[config.mk]
export PLATFORM = sky130hd
export DESIGN_NAME = output_buffer_flat
export DESIGN_NICKNAME = d
export VERILOG_FILES = /design/src/rtl/output_buffer_pkg.sv /design/src/rtl/output_buffer_if.sv /design/src/rtl/output_buffer_word_fifo.sv /design/src/rtl/output_buffer.sv /design/src/flat_wrapper.sv
export SDC_FILE = /design/constraint.sdc
export NUM_CORES = 1
export LEC_CHECK = 0
export BUFFER_PORTS_ARGS = -buffer_cell sky130_fd_sc_hd__buf_2
export CAP_MARGIN = 25
export CELL_PAD_IN_SITES_DETAIL_PLACEMENT = 2
export CELL_PAD_IN_SITES_GLOBAL_PLACEMENT = 2
export CORE_UTILIZATION = 54
export CTS_CLUSTER_DIAMETER = 100
export DETAILED_ROUTE_END_ITERATION = 10
export PLACE_DENSITY_LB_ADDON = 0.1
export SKIP_CTS_REPAIR_TIMING = 1
export SLEW_MARGIN = 20
export SYNTH_ARGS = -nofsm -noshare
export SYNTH_HDL_FRONTEND = slang
export SYNTH_HIERARCHICAL = 1
export SYNTH_SLANG_ARGS = --single-unit
[constraint.sdc]
create_clock -name clk -period 5 [get_ports clk]
set_clock_uncertainty 0.1 [all_clocks]
set_input_delay 0 -clock clk [delete_from_list [all_inputs] [get_ports clk]]
set_output_delay 0 -clock clk [all_outputs]
set_load 0.005 [all_outputs]
[src/rtl/output_buffer_pkg.sv]
// Shared definitions for the receive-side output buffer.
//   BYTE_W / WORD_W : widths of received bytes and reassembled words.
//   pair_state_e    : byte-pairing state (LOW = next byte is the low half,
//                     HIGH = low half is pending, next byte completes a word).
package output_buffer_pkg;

    localparam int BYTE_W = 8;
    localparam int WORD_W = 16;

    typedef enum logic {
        LOW  = 1'b0,
        HIGH = 1'b1
    } pair_state_e;

endpackage

[src/rtl/output_buffer_if.sv]
// Byte-in / word-out bus of the output buffer.
//   wrreq, input_data, align : received byte stream and pairing resync.
//   rdreq                    : consumer read request.
//   output_data/valid        : registered read word and its one-cycle strobe.
//   output_ready             : registered "more than READY_LEVEL words" flag.
//   usedw, full, empty       : FIFO fill state.
//   overflow                 : sticky "a completed word was dropped".
// master = producer/consumer side, slave = the buffer itself.
interface output_buffer_if
    import output_buffer_pkg::*;
#(
    parameter int ADDR_W = 6
);
    logic              wrreq;
    logic [BYTE_W-1:0] input_data;
    logic              align;
    logic              rdreq;
    logic [WORD_W-1:0] output_data;
    logic              output_valid;
    logic              output_ready;
    logic [ADDR_W:0]   usedw;
    logic              full;
    logic              empty;
    logic              overflow;

    modport master (
        output wrreq, input_data, align, rdreq,
        input  output_data, output_valid, output_ready,
        input  usedw, full, empty, overflow
    );

    modport slave (
        input  wrreq, input_data, align, rdreq,
        output output_data, output_valid, output_ready,
        output usedw, full, empty, overflow
    );
endinterface

[src/rtl/output_buffer_word_fifo.sv]
// Single-clock FIFO with registered read data.
//   clk, arst      : clock, asynchronous active-high reset.
//   push_i/data_i  : write request and word; push_accept_o reports acceptance.
//   pop_i          : read request; q_o updates on the next edge with q_valid_o.
//   usedw_o        : stored word count (0..DEPTH); full_o / empty_o from it.
// A push while full is still accepted when a pop is accepted in the same cycle.
// Memory is not reset.
module word_fifo #(
    parameter int DEPTH  = 64,
    parameter int ADDR_W = 6,
    parameter int WIDTH  = 16
) (
    input  logic              clk,
    input  logic              arst,
    input  logic              push_i,
    input  logic [WIDTH-1:0]  push_data_i,
    output logic              push_accept_o,
    input  logic              pop_i,
    output logic [WIDTH-1:0]  q_o,
    output logic              q_valid_o,
    output logic [ADDR_W:0]   usedw_o,
    output logic              full_o,
    output logic              empty_o
);
    localparam logic [ADDR_W:0] FULL_COUNT = (ADDR_W + 1)'(DEPTH);

    logic [WIDTH-1:0]  mem [DEPTH];
    logic [ADDR_W-1:0] wr_ptr_q, rd_ptr_q;
    logic [ADDR_W:0]   count_q, count_d;
    logic [WIDTH-1:0]  q_q;
    logic              q_valid_q;
    logic              pop_ok, push_ok;

    // Acceptance uses the registered count, so a word pushed into an empty
    // FIFO cannot be popped in the same cycle.
    assign pop_ok  = pop_i && (count_q != '0);
    assign push_ok = push_i && ((count_q != FULL_COUNT) || pop_ok);

    always_comb begin
        count_d = count_q;
        case ({push_ok, pop_ok})
            2'b10:   count_d = count_q + 1'b1;
            2'b01:   count_d = count_q - 1'b1;
            default: count_d = count_q;
        endcase
    end

    // When full with push+pop, wr_ptr == rd_ptr; the read below samples the
    // old word before this write lands, so the head is not corrupted.
    always_ff @(posedge clk) begin
        if (push_ok) begin
            mem[wr_ptr_q] <= push_data_i;
        end
    end

    always_ff @(posedge clk or posedge arst) begin
        if (arst) begin
            wr_ptr_q  <= '0;
            rd_ptr_q  <= '0;
            count_q   <= '0;
            q_q       <= '0;
            q_valid_q <= 1'b0;
        end else begin
            count_q   <= count_d;
            q_valid_q <= pop_ok;
            if (push_ok) begin
                wr_ptr_q <= wr_ptr_q + 1'b1;
            end
            if (pop_ok) begin
                rd_ptr_q <= rd_ptr_q + 1'b1;
                q_q      <= mem[rd_ptr_q];
            end
        end
    end

    assign push_accept_o = push_ok;
    assign q_o           = q_q;
    assign q_valid_o     = q_valid_q;
    assign usedw_o       = count_q;
    assign full_o        = (count_q == FULL_COUNT);
    assign empty_o       = (count_q == '0);

endmodule

[src/rtl/output_buffer.sv]
// Receive-side output buffer: pairs received bytes into 16-bit words
// (first byte -> [7:0], second -> [15:8]) and queues them for the consumer.
//   clk, arst : clock, asynchronous active-high reset.
//   bus       : byte input, align, read handshake and status (output_buffer_if).
// Dropped words (FIFO full, no simultaneous pop) set a sticky overflow flag.
module output_buffer
    import output_buffer_pkg::*;
#(
    parameter int DEPTH       = 64,
    parameter int ADDR_W      = 6,
    parameter int READY_LEVEL = 4
) (
    input  logic                clk,
    input  logic                arst,
    output_buffer_if.slave      bus
);
    localparam logic [ADDR_W:0] READY_COUNT = (ADDR_W + 1)'(READY_LEVEL);

    pair_state_e       state_q, state_d;
    logic [BYTE_W-1:0] low_byte_q, low_byte_d;
    logic              push;
    logic [WORD_W-1:0] push_word;
    logic              push_accept;
    logic              overflow_q, overflow_d;
    logic              ready_q;
    logic [ADDR_W:0]   fifo_usedw;

    // Pairing FSM. align overrides the pairing state: alone it drops any
    // pending low byte; together with wrreq the byte starts a new pair.
    always_comb begin
        state_d    = state_q;
        low_byte_d = low_byte_q;
        push       = 1'b0;
        push_word  = {bus.input_data, low_byte_q};
        if (bus.align) begin
            if (bus.wrreq) begin
                low_byte_d = bus.input_data;
                state_d    = HIGH;
            end else begin
                state_d = LOW;
            end
        end else if (bus.wrreq) begin
            if (state_q == LOW) begin
                low_byte_d = bus.input_data;
                state_d    = HIGH;
            end else begin
                push    = 1'b1;
                state_d = LOW;
            end
        end
    end

    // A completed word the FIFO refuses is lost; the FSM still returns to LOW.
    assign overflow_d = overflow_q || (push && !push_accept);

    always_ff @(posedge clk or posedge arst) begin
        if (arst) begin
            state_q    <= LOW;
            low_byte_q <= '0;
            overflow_q <= 1'b0;
            ready_q    <= 1'b0;
        end else begin
            state_q    <= state_d;
            low_byte_q <= low_byte_d;
            overflow_q <= overflow_d;
            ready_q    <= (fifo_usedw > READY_COUNT);
        end
    end

    word_fifo #(
        .DEPTH  (DEPTH),
        .ADDR_W (ADDR_W),
        .WIDTH  (WORD_W)
    ) u_fifo (
        .clk           (clk),
        .arst          (arst),
        .push_i        (push),
        .push_data_i   (push_word),
        .push_accept_o (push_accept),
        .pop_i         (bus.rdreq),
        .q_o           (bus.output_data),
        .q_valid_o     (bus.output_valid),
        .usedw_o       (fifo_usedw),
        .full_o        (bus.full),
        .empty_o       (bus.empty)
    );

    assign bus.usedw        = fifo_usedw;
    assign bus.output_ready = ready_q;
    assign bus.overflow     = overflow_q;

endmodule

[src/flat_wrapper.sv]
// flat-port wrapper written by rule: the top's interface ports become plain ports
module output_buffer_flat import output_buffer_pkg::*;
#(
    parameter int DEPTH       = 64,
    parameter int ADDR_W      = 6,
    parameter int READY_LEVEL = 4
)
  (clk, arst, bus_wrreq, bus_input_data, bus_align, bus_rdreq, bus_output_data, bus_output_valid, bus_output_ready, bus_usedw, bus_full, bus_empty, bus_overflow);
  output_buffer_if #(.ADDR_W(ADDR_W)) bus_i ();
  input  logic clk;
  input  logic arst;
  input wire logic [$bits(bus_i.wrreq)-1:0] bus_wrreq;
  input wire logic [$bits(bus_i.input_data)-1:0] bus_input_data;
  input wire logic [$bits(bus_i.align)-1:0] bus_align;
  input wire logic [$bits(bus_i.rdreq)-1:0] bus_rdreq;
  output wire logic [$bits(bus_i.output_data)-1:0] bus_output_data;
  output wire logic [$bits(bus_i.output_valid)-1:0] bus_output_valid;
  output wire logic [$bits(bus_i.output_ready)-1:0] bus_output_ready;
  output wire logic [$bits(bus_i.usedw)-1:0] bus_usedw;
  output wire logic [$bits(bus_i.full)-1:0] bus_full;
  output wire logic [$bits(bus_i.empty)-1:0] bus_empty;
  output wire logic [$bits(bus_i.overflow)-1:0] bus_overflow;
  assign bus_i.wrreq = bus_wrreq;
  assign bus_i.input_data = bus_input_data;
  assign bus_i.align = bus_align;
  assign bus_i.rdreq = bus_rdreq;
  assign bus_output_data = bus_i.output_data;
  assign bus_output_valid = bus_i.output_valid;
  assign bus_output_ready = bus_i.output_ready;
  assign bus_usedw = bus_i.usedw;
  assign bus_full = bus_i.full;
  assign bus_empty = bus_i.empty;
  assign bus_overflow = bus_i.overflow;
  output_buffer #(.DEPTH(DEPTH), .ADDR_W(ADDR_W), .READY_LEVEL(READY_LEVEL)) u_core (.clk(clk), .arst(arst), .bus(bus_i));
endmodule
==> impl_metrics.py, run 1 <==
metrics = {
    "outcome": {
        "outcome.stop_stage": "detailed placement (3_5_place_dp)",
        "outcome": "did not finish",
        "error": "[ERROR DPL-0033] detailed placement checks failed during check placement.",
    },
    "synth": {
        "synth_edf_count": 1024,
        "yosys-top-cells-area": "edfxtp_1 (74%), mux4_2 (8.8%), mux2i_1 (4.9%)",
        "synth_commonest_cells": "edfxtp_1 (1024), mux2i_1 (204), mux4_2 (163), nor2_1 (138), o22ai_1 (76)",
        "netlist_instances": 2104,
        "syn_area_um2": 41700,
        "syn_avg_cell_area_um2": 19.8,
        "ys_warn_count": 6,
        "synth_top_area_frac": 0.738,
        "yosysSeqAreaShare": 0.766,
        "synth_nets": 2125,
        "synthDistinctLibCells": 56,
        "synthMostInstantiatedCell": "edfxtp_1",
        "yosys_register_bits": 1071,
        "synthFlopType": "edfxtp_1",
        "yosys.area.top_type": "edfxtp_1",
        "async_reset_ff_frac": 0.0439,
    },
    "placement": {
        "io_buffers": 40,
        "gp_congestion": 0.802,
        "hpwl_mm": 79.2,
    },
    "die": {
        "chipHeight_um": 280,
        "start_util": 0.547,
        "die_w_um": 280,
        "row_count": 101,
        "io_pins": 41,
    },
}
cells by family after synthesis:
family          Yosys count  synth area share
buf+inv                 125            0.0195
xor+xnor                 14           0.00294
mux                     392             0.145
simple gates            279            0.0314
flops                  1071             0.766
compound gates          215            0.0327
fa+ha+maj                 8           0.00258
metrics by stage:
step,hold slack (ps),cell area (µm²)
floorplan,-248,41700
global placement,-76.0,43300
==> inputs of run 2 (changes only) <==
--- a/config.mk
+++ b/config.mk
@@ -7,12 +7,9 @@
 export LEC_CHECK = 0
 export BUFFER_PORTS_ARGS = -buffer_cell sky130_fd_sc_hd__buf_2
 export CAP_MARGIN = 25
-export CELL_PAD_IN_SITES_DETAIL_PLACEMENT = 2
-export CELL_PAD_IN_SITES_GLOBAL_PLACEMENT = 2
-export CORE_UTILIZATION = 54
-export CTS_CLUSTER_DIAMETER = 100
+export CORE_UTILIZATION = 40
 export DETAILED_ROUTE_END_ITERATION = 10
-export PLACE_DENSITY_LB_ADDON = 0.1
+export PLACE_DENSITY_LB_ADDON = 0.15
 export SKIP_CTS_REPAIR_TIMING = 1
 export SLEW_MARGIN = 20
 export SYNTH_ARGS = -nofsm -noshare
==> run 2 against run 1 <==
  * The flow now finishes, with violations (hold timing)
  * Synthesized cell count unchanged
  * Area after synthesis unchanged
==> impl_metrics.py, run 2 <==
metrics = {
    "critical_path": {
        "cp_slowest_cell": "dfrtp_4",
        "start_kind": "flip-flop",
        "path_class": "reg -> reg",
        "r2r_start": "u_core/u_fifo/rd_ptr_q[2]",
        "cp.required_ps": 5510,
        "cp_top_family": "simple AND/OR/NAND/NOR gates",
        "crit_arrival_ps": 4530,
        "cp_cell_sequence": "nand3_2 -> buf_4 -> nor2_1 -> a2111oi_0 -> a2111oi_1 -> a21oi_1 -> nand2_1",
        "path_max_fanout": 46,
        "max_stage_delay_ps": 950,
        "critPathBufInv": 1,
        "cp-startpoint": "u_core/u_fifo/rd_ptr_q[2]",
        "worst_setup_path_end_kind": "flip-flop",
    },
    "synth": {
        "synthDistinctLibCells": 56,
        "syn_area_um2": 41700,
        "synthFlopType": "edfxtp_1",
        "async_reset_ff_frac": 0.0439,
        "synthMostInstantiatedCell": "edfxtp_1",
        "syn_avg_cell_area_um2": 19.8,
        "synth_edf_count": 1024,
        "synth_commonest_cells": "edfxtp_1 (1024), mux2i_1 (204), mux4_2 (163), nor2_1 (138), o22ai_1 (76)",
        "yosysSeqAreaShare": 0.766,
        "yosys-top-cells-area": "edfxtp_1 (74%), mux4_2 (8.8%), mux2i_1 (4.9%)",
        "yosys_register_bits": 1071,
        "synth_nets": 2125,
        "ys_warn_count": 6,
        "synth_top_area_frac": 0.738,
        "netlist_instances": 2104,
        "yosys.area.top_type": "edfxtp_1",
    },
    "timing": {
        "period_needed_ps": 4030,
        "fin_hold_ws_ps": -16.6,
        "slew_headroom": 0.270,
        "hold_viol": 20,
        "layout_worst_path_cycle_share": 0.805,
        "rsz0062_at_grt": "false",
        "fin_tns_setup_ps": 0,
        "tightest_slew_ps": 1090,
        "finalMaxSlewViolations": 0,
        "setup_viol": 0,
        "fmax_mhz": 248,
    },
    "finish": {
        "layout.nets": 2289,
        "drive_gt1_frac": 0.225,
        "syn2layout_area_growth_pct": 13.6,
        "antenna_cells": 0,
        "fillCellCount": 8809,
        "largest_register_ff_count": 1024,
        "top_register": "u_core/u_fifo/mem",
        "layout_commonest_cell": "edfxtp_1",
        "layout_common_cells": "edfxtp_1 (1024), mux2i_1 (204), mux4_2 (163)",
        "design_area_um2": 47400,
    },
    "die": {
        "io_pins": 41,
        "row_count": 118,
        "die_w_um": 325,
        "chipHeight_um": 325,
        "core-area_um2": 103000,
        "die_area_um2": 105000,
        "start_util": 0.403,
    },
    "global_routing": {
        "use_met2": 0.311,
        "grtUsageTotal": 0.203,
        "use_met3": 0.0250,
        "grt_max_degree": 86,
        "grt_first_pass_wirelength_mm": 154,
        "grt_pass1_vias": 20700,
        "met1_usage": 0.307,
        "top_usage_layer": "met2",
        "grt_overflow_total": 0,
        "antenna_found_initial": 6,
    },
    "route": {
        "wl_per_cell_um": 28.7,
        "routed_wl_mm": 107,
        "first_pass_iters": 5,
        "vias": 21000,
        "drtIter0Drc": 2140,
        "ant_nets": 0,
        "vias_per_cell": 5.63,
        "route.detailed.drc": 0,
    },
    "outcome": {
        "failed_checks": "hold timing",
        "outcome": "finished with violations",
    },
    "clocking": {
        "ctsRootBufferMaster": "clkbuf_16",
        "htreeDepth": 3,
        "path_clk_slew_ps": 60,
        "clk_latency_ps": 670,
        "clockBufferDepth": 3,
        "cts_tree": "yes",
        "tritoncts_num_sinks": 1071,
        "cts_inserted_buffers": 109,
    },
    "power": {
        "power_leakage_nw": 15.5,
        "pwr_density_cell_nw_per_um2": 526,
        "vdd_drop_max_mv": 0.368,
    },
    "worst_hold_path": {
        "min_from": "bus_input_data[0]",
        "hold_class": "in -> reg",
    },
    "placement": {
        "post_dp_cell_area_um2": 43800,
        "gp_congestion": 0.792,
        "hpwl_mm": 62.1,
        "io_buffers": 40,
    },
    "run": {
        "drv_cap": 0,
    },
}
-- run 2: cell counts after synthesis --
No cell type changed its count.
-- run 2: through the flow --
stage	power, mW	worst slack (ps)	cells	util
3_3_place_gp	17.2	2.37	3515	0.423
5_1_grt	25.8	919	3739	0.458
3_5_place_dp	17.4	898	3523	0.424
4_1_cts	25.1	893	3725	0.457
6_report	24.9	973	3739	0.458
2_1_floorplan	15.1	2040	2104	-
-- run 2: worst paths after layout --
path	endpoint	slack [ps]	depth (start not counted)
max	u_core/u_fifo/q_o[2]	970	7
min	u_core/u_fifo/mem[49][8]	-20	2
max reg2reg	u_core/u_fifo/q_o[2]	970	7
min reg2reg	u_core/u_fifo/wr_ptr_q[2]	410	1
max in group asynchronous	u_core/u_fifo/rd_ptr_q[1]	3740	5
min in group asynchronous	u_core/bus.overflow	380	4
-- run 2: worst reg2reg max path, cell delays in order (launching register included) --
cell and delay, ps:
dfrtp_4 950, nand3_2 980, buf_4 540, nor2_1 160, a2111oi_0 80, a2111oi_1 850
a21oi_1 200, nand2_1 110
-- run 2: cell type report --
type                    count  area (µm²)  share of cell area
flip-flops and latches   1071       31900               0.675
well taps                1380        1730              0.0365
clock buffers             137        2900              0.0611
inverters                  13        56.3             0.00119
multi-input cells         908        8980               0.190
clock inverters            65         509              0.0108
repair buffers            165        1240              0.0263
-- run 2: power by group --
group | switching, mW | leakage (nW) | internal [mW] | total [mW]
Clock | 3.33 | 1.67 | 4.45 | 7.78
Sequential | 0.576 | 9.75 | 10.2 | 10.8
Combinational | 3.78 | 4.05 | 2.58 | 6.36
Total | 7.68 | 15.5 | 17.2 | 24.9
-- run 2: metal layers --
layer | up-vias | routed length (µm)
met5 | - | 0
met3 | 113 | 6070
li1 | 8904 | -
met4 | 0 | 2220
met2 | 654 | 49700
met1 | 11400 | 49500
-- run 2: kinds of logic (layout without fill, tap and decap cells) --
kind of cell    count (synthesis)  count (layout)  share of synthesized area
simple gates                  279             279                     0.0314
flops                        1071            1071                      0.766
compound gates                215             215                     0.0327
xor+xnor                       14              14                    0.00294
fa+ha+maj                       8               8                    0.00258
mux                           392             392                      0.145
buf+inv                       125             380                     0.0195
Power figures use the tool's default switching activity.
